### config.mk
export PLATFORM = sky130hd
export DESIGN_NAME = counter_burst_arbiter
export DESIGN_NICKNAME = d
export VERILOG_FILES = /design/src/rtl/counter_burst_arbiter.sv
export SDC_FILE = /design/constraint.sdc
export NUM_CORES = 1
export LEC_CHECK = 0
export CORE_MARGIN = 2
export CORE_UTILIZATION = 40
export CTS_BUF_LIST = sky130_fd_sc_hd__clkbuf_16
export DETAILED_ROUTE_END_ITERATION = 10
export PLACE_DENSITY = 0.68
export SKIP_CTS_REPAIR_TIMING = 1
export SYNTH_ARGS = -nofsm -noshare
export SYNTH_HDL_FRONTEND = slang
export SYNTH_SLANG_ARGS = --single-unit
export TNS_END_PERCENT = 100
### constraint.sdc
create_clock -name Clk -period 3.25 [get_ports Clk]
set_clock_uncertainty 0.15 [all_clocks]
set_input_delay 0.65 -clock Clk [delete_from_list [all_inputs] [get_ports Clk]]
set_output_delay 0.65 -clock Clk [all_outputs]
set_load 0.02 [all_outputs]
### src/rtl/counter_burst_arbiter.sv
// Round-robin arbiter sharing one dual-channel event counter among NREQ burst requesters.
// Optional feature: define ABORT_EN to add the Abort input (early burst termination).
module counter_burst_arbiter #(
  parameter int NREQ  = 4,
  parameter int LEN_W = 8,
  parameter int IDX_W = 2
) (
  input  logic                  Clk,
  input  logic                  Reset_n,
`ifdef ABORT_EN
  input  logic                  Abort,
`endif
  input  logic [NREQ-1:0]       Req,
  input  logic [NREQ-1:0]       ReqSlt,
  input  logic [NREQ*LEN_W-1:0] ReqLen,
  output logic [NREQ-1:0]       Gnt,
  output logic [NREQ-1:0]       Done,
  output logic                  CntEn,
  output logic                  CntSlt,
  output logic                  Busy,
  output logic [IDX_W-1:0]      Owner
);

  typedef enum logic [1:0] {
    IDLE = 2'd0,
    RUN  = 2'd1,
    DONE = 2'd2
  } state_t;

  state_t           state, state_nx;
  logic [LEN_W-1:0] rem, rem_nx;
  logic [IDX_W-1:0] last, last_nx, owner_nx;
  logic [NREQ-1:0]  gnt_nx, done_nx;
  logic             cnten_nx, cntslt_nx;
  logic             found;
  logic [IDX_W-1:0] pick, cand;
  logic             pick_slt;
  logic [LEN_W-1:0] pick_len;
  logic             abort_run;

`ifdef ABORT_EN
  assign abort_run = Abort;
`else
  assign abort_run = 1'b0;
`endif

  // Search last+1, last+2, ... so the previous winner has lowest priority.
  always_comb begin
    found = 1'b0;
    pick  = '0;
    cand  = '0;
    for (int unsigned k = 1; k <= NREQ; k++) begin
      cand = IDX_W'((k + 32'(last)) % NREQ);
      if (!found && Req[cand]) begin
        found = 1'b1;
        pick  = cand;
      end
    end
  end

  always_comb begin
    pick_slt = 1'b0;
    pick_len = '0;
    for (int unsigned i = 0; i < NREQ; i++) begin
      if (pick == IDX_W'(i)) begin
        pick_slt = ReqSlt[i];
        pick_len = ReqLen[i*LEN_W +: LEN_W];
      end
    end
  end

  always_comb begin
    state_nx  = state;
    rem_nx    = rem;
    last_nx   = last;
    owner_nx  = Owner;
    gnt_nx    = '0;
    done_nx   = '0;
    cnten_nx  = 1'b0;
    cntslt_nx = CntSlt;
    case (state)
      IDLE: begin
        if (found) begin
          last_nx   = pick;
          owner_nx  = pick;
          gnt_nx    = NREQ'(1) << pick;
          cntslt_nx = pick_slt;
          rem_nx    = pick_len;
          if (pick_len != '0) begin
            state_nx = RUN;
            cnten_nx = 1'b1;
          end else begin
            state_nx = DONE;
          end
        end
      end
      RUN: begin
        rem_nx = rem - LEN_W'(1);
        if (abort_run || rem == LEN_W'(1)) begin
          state_nx = DONE;
          done_nx  = NREQ'(1) << Owner;
        end else begin
          cnten_nx = 1'b1;
        end
      end
      DONE: begin
        // A zero-length burst enters DONE straight from the grant with Done still low,
        // so it spends one extra cycle here to emit its Done pulse after the Gnt.
        if (Done == '0) begin
          done_nx = NREQ'(1) << Owner;
        end else begin
          state_nx = IDLE;
        end
      end
      default: state_nx = IDLE;
    endcase
  end

  always_ff @(posedge Clk or negedge Reset_n) begin
    if (!Reset_n) begin
      state  <= IDLE;
      rem    <= '0;
      last   <= IDX_W'(NREQ - 1);
      Owner  <= '0;
      Gnt    <= '0;
      Done   <= '0;
      CntEn  <= 1'b0;
      CntSlt <= 1'b0;
      Busy   <= 1'b0;
    end else begin
      state  <= state_nx;
      rem    <= rem_nx;
      last   <= last_nx;
      Owner  <= owner_nx;
      Gnt    <= gnt_nx;
      Done   <= done_nx;
      CntEn  <= cnten_nx;
      CntSlt <= cntslt_nx;
      Busy   <= (state_nx != IDLE);
    end
  end

endmodule

==> flow_summary.ini <==
[run_status]
run_status = finished clean

[critical_path]
cp_max_fo = 11
critPathTopFamily = compound AO/OA/AOI/OAI gates
crit_required_ns = 3.26
r2r_start = last[1]
cp_cell_sequence = clkdlybuf4s50_1 > and2b_1 > a21oi_1 > o221ai_2 > mux2i_1 > nor4_1 > nand2_1 > a21o_1
endpoint_kind = flop
slowest_stage = o221ai_2
critPathLaunchType = primary input
cp.arrival_ns = 2.95
critPathMaxStageDelay_ns = 0.57
reg2reg_slack_ns = 0.65
worst-path-buf-inv = 1
r2r_cells = 7
regToRegEndpoint = CntEn
crit_type = in2reg

[clock_tree]
clockBufferDepth = 2
cts_buffers = 3
clk_latency_ns = 0.26
clkSinkCount = 25
htree_levels = 1
root_buffer = clkbuf_16
cts_tree = built
clk_pin_slew_ns = 0.07

[drt]
postRouteAntennaNets = 0
via_count = 1463
firstDrtPassIters = 4
via_per_inst = 5.23
drt-total-wl_um = 3960
dr.first_iter.drc_count = 38
drc = 0
routedWlPerCell_um = 14.1

[logic_synthesis]
yosys.area_share.simple_pct = 17.8
async_flop_share_pct = 100
synth-compound-area-share_pct = 16.3
syn_area_sq_um = 1640
synth_xor_area_share_pct = 0
synth_top_family_by_area = multiplexers
yosys.area_share.adder_pct = 4.58
synthMuxAreaShare_pct = 17.8
synth_cell_type_count = 35
synth_cells = 176
avgSynthCellArea_sq_um = 9.32
synth-seq-area-share_pct = 38.3
ys_ff_latch = 25
ys.warnings.count = 0
synth_nets = 224
ys.flop_type = dfrtp_1
synth_edf_count = 0

[power]
power_density_nw_per_um2 = 783
ir_drop_v = 0.000349
p_leak_nw = 1.05
power_mw = 1.81

[global_route]
grt_pass1_wl_um = 6040
gr-total-overflow = 0
grtUsageMet1_pct = 25.6
grtUsageMet2_pct = 25.5
grt_max_degree = 26
grt_pass1_vias = 1280
top_usage_layer = met1
antenna_found_initial = 0
gr-usage-all-layers_pct = 17.2
met3_usage_pct = 2.96

[die]
rows = 23
core_sq_um = 3970
dieArea_sq_um = 4630
die_y_um = 68.0
initial_core_util_pct = 41.3
die_x_um = 68.0
io-pin-count = 55

[sta]
tightestPinTransition_ns = 0.714
period_share_pct = 90.5
fmax_mhz = 340
finalCriticalPeriod_ns = 2.94
finalWorstSetupSlack_ns = 0.310
hold_violations = 0
setup_tns_ns = 0
relSlewSlack_pct = 52.4
drv_slew = 0
setup_viol = 0
rsz0062_at_grt = false

[placed_design]
dp_hpwl_um = 3090
port_buffers = 54
post-place-ws_ns = 0.0367
place.gp.congestion = 0.812
placed_area_sq_um = 2230

[final_layout]
final_util_pct = 58.3
area_growth_syn_to_layout_pct = 41.3
final.fill_count = 363
fin_area_sq_um = 2320
insertedDiodeCount = 0
nets = 279
drive_above_1_share_pct = 5.65

[hold_path]
min_from = CntSlt
min_path_cells = 2
whs_endpoint = CntSlt
hp-class = reg2reg

[run]
cap_violations = 0
cells in the final DEF, fill, tap and decap left out, types with 2 or more instances in the layout:
cell	instances
buf_4	3
nor3_1	4
mux2i_1	28
and3_1	4
dfrtp_1	23
nor2_1	17
nand2_1	17
ha_1	6
o22a_1	9
clkdlybuf4s50_1	54
nor2b_1	2
a31oi_1	3
nor4_1	4
a21oi_1	9
inv_1	9
a21o_1	4
clkbuf_16	3
dfstp_2	2
nand2b_1	3
o21ai_0	6
nand3_1	4
final cells by class:
type                    count  area, sq um  area share, %
well taps                  50         62.6           2.70
flip-flops and latches     25          628           27.1
inverters                   9         33.8           1.46
clock inverters             1         8.76          0.378
multi-input cells         134          926           40.0
clock buffers               3         75.1           3.24
repair buffers             58          583           25.2
report_power, final:
part           leakage (nW)  switching, mW  internal (mW)
Combinational         0.702          0.509          0.468
Sequential            0.303          0.111          0.439
Clock                0.0415          0.116          0.170
cells in the mapped netlist, types with 3 or more instances:
cell / n / area share [%]
nand3_1: 4 / 1.2
mux2i_1: 28 / 17
clkbuf_1: 4 / 0.92
nand2b_1: 3 / 1.1
o21ai_0: 6 / 1.8
a21oi_1: 9 / 2.7
nor3_1: 4 / 1.2
dfrtp_1: 23 / 35
nor2_1: 17 / 3.9
o22a_1: 9 / 4.8
a21o_1: 4 / 1.8
a31oi_1: 3 / 1.1
nand2_1: 17 / 3.9
inv_1: 9 / 2.1
and3_1: 4 / 1.5
ha_1: 6 / 4.6
nor4_1: 4 / 1.5
sequential cells by signal, summed over array words and instances (netlist names):
| register | count |
|---|---|
| Gnt | 4 |
| last | 2 |
| Owner | 2 |
| CntEn | 1 |
| Done | 4 |
| state | 2 |
| Busy | 1 |
| rem | 8 |
| CntSlt | 1 |
cells by family after synthesis:
family,count (synthesis)
buf+inv,17
simple gates,61
flops,25
fa+ha+maj,6
compound gates,38
mux,29
per-stage QoR:
step,instances,hold WS (ns)
final,280,0.334
after global routing,280,0.367
after CTS,280,0.336
after detailed placement,276,0.320
after global placement,276,0.312
after floorplan,176,0.204
worst reg2reg max path, stage by stage (launching register included):
cell,delay (ns)
dfstp_2,0.61
or2b_1,0.15
a21oi_1,0.08
o221ai_2,0.57
mux2i_1,0.22
nor4_1,0.42
nand2_1,0.13
a21o_1,0.17
metal layers:
metal,wire length (um),vias up
li1,-,742
met1,1980,668
met2,1630,49
met3,321,4
met4,34,0
met5,0,-
worst max path at each step:
stage,endpoint,depth (start not counted),start
after global routing,CntEn,8,Req[3]
final,CntEn,8,Req[3]
after detailed placement,CntEn,8,Req[3]
after CTS,CntEn,8,Req[3]
after floorplan,CntEn,8,Req[1]
after global placement,CntEn,9,Req[3]
No activity file was read; power rests on OpenSTA's default activity.
==> edit, RTL diff (same flow settings) <==
Set the parameter `NREQ` to 3 (it was 4).
--- a/src/rtl/counter_burst_arbiter.sv
+++ b/src/rtl/counter_burst_arbiter.sv
@@ -1,7 +1,7 @@
 // Round-robin arbiter sharing one dual-channel event counter among NREQ burst requesters.
 // Optional feature: define ABORT_EN to add the Abort input (early burst termination).
 module counter_burst_arbiter #(
-  parameter int NREQ  = 4,
+  parameter int NREQ  = 3,
   parameter int LEN_W = 8,
   parameter int IDX_W = 2
 ) (
Ports: changed (5 resized); port bits go from 55 to 43. No check against the original RTL was run, so the function may have changed too.
==> edit against the original RTL <==
- sequential cell count shrank 3
- count of clock-buffer cells in the layout did not move
- design area grew 0.49%
- worst setup slack gained 0.0042 ns
- largest power group unchanged
- die area rose by 5.9%
- utilization is 3.7 points lower
- critical path type is now flop to flop
- critical endpoint unchanged
- combinational power increased by 28%
- cell count grew 6.4%
- total power rose by 9.4%
- wire length up 17%
- area after synthesis rose by 6.3%
- sequential share of layout area decreased by 3.4 points
- critical path depth rose by 1
==> edit: results <==
export IMPL_avgRoutedWirePerCell_um=15.53
export IMPL_synth_common_cells="dfrtp_1, nand2_1, a21oi_1"
export IMPL_hold_end="CntSlt$_DFFE_PN0P_"
export IMPL_worstPathMaxFanout=11
export IMPL_numCtsBuffers=3
export IMPL_grt_use_total_pct=19.57
export IMPL_regToRegEndpoint="CntEn$_DFF_PN0_"
export IMPL_power_leakage_uw=0.0009515
export IMPL_synthFlopType="dfrtp_1"
export IMPL_cpPeakStageDelay_ns=0.53
export IMPL_synth_adder_area_share_pct=6.461
export IMPL_relSlewSlack_pct=45.59
export IMPL_clockRootBuffer="clkbuf_16"
export IMPL_synth_mux_area_share_pct=1.149
export IMPL_grt_pass1_vias=1656
export IMPL_first_iter_violations=107
export IMPL_cts_reportedPaths_clkPinSlew_ns=0.06
export IMPL_place_gp_congestion=0.8882
export IMPL_synth_compound_area_share_pct=32.38
export IMPL_finalNetCount=288
export IMPL_drive_gt1_share_pct=12.20
export IMPL_reg2reg_depth=9
export IMPL_end_kind="flop"
export IMPL_synth_cell_type_count=58
export IMPL_hp_start="CntSlt$_DFFE_PN0P_"
export IMPL_port_buffers=42
export IMPL_synth_area_leaders="dfrtp_1, ha_1, a21oi_1, nand2_1, nor2_1"
export IMPL_cpMaxStageDelayCell="o31ai_2"
export IMPL_critical_path_arrival_ns=2.91
export IMPL_outcome="finished clean"
export IMPL_min_path_cells=1
export IMPL_grt_pass1_wl_um=7810
export IMPL_synth_warnings=0
export IMPL_post_dp_cell_area_mm2=0.002250
export IMPL_synthCells=198
export IMPL_peakVddDrop_v=0.0003832
export IMPL_hold_ws_ns=0.3458
export IMPL_hpwl_um=3681
export IMPL_grt_max_degree=23
export IMPL_sw_frac_of_total_pct=44.59
export IMPL_grt_antenna_before_repair=0
export IMPL_synth_top_family_by_area="compound AO/OA/AOI/OAI gates"
export IMPL_crit_path_start="Owner[0]$_DFFE_PN0P_"
export IMPL_post_route_period_util_pct=90.34
export IMPL_largestRegisters="rem: 8 flops, Done: 3 flops, Gnt: 3 flops"
export IMPL_synth_nets=239
export IMPL_ys_seq_area_share_pct=31.66
export IMPL_first_pass_iters=4
export IMPL_r2r_setup_slack_ns=0.31
export IMPL_synthXorXnorAreaFrac_pct=0
export IMPL_vias_per_cell=5.755
export IMPL_dpl_worst_slack_ns=0.08965
export IMPL_finalWirelength_um=4627
[edit: cell count changes after synthesis, sizes merged, moves of 4 or more]
cell,change
mux2i,-26
a311oi,+4
nor2,-5
o21a,+5
nor3,+4
o22a,-9
a211oi,+4
o21ai,+9
a21oi,+4
o211ai,+4
[edit: per-layer routing]
layer / share of wire (%) / GRT usage [%] / up-vias
li1: - / - / 855
met1: 45 / 26.61 / 808
met2: 49 / 33.54 / 48
met3: 4.8 / 2.453 / 4
met4: 0.82 / 3.846 / 0
met5: 0 / 0 / -
[edit: final cells by class]
class	instances	area (um^2)
well taps	52	65.06
flip-flops and latches	22	551.8
clock buffers	3	75.07
inverters	12	45.04
fillers	379	1936
clock inverters	1	3.754
repair buffers	53	503.0
multi-input cells	155	1085
[edit: power groups by stage]
stage	Combinational [uW]	Clock [uW]	Sequential, uW
floorplan	847	0	502
global placement	1230	0	477
detailed placement	1240	0	479
CTS	1250	265	474
global route	1390	274	487
finish	1250	262	474
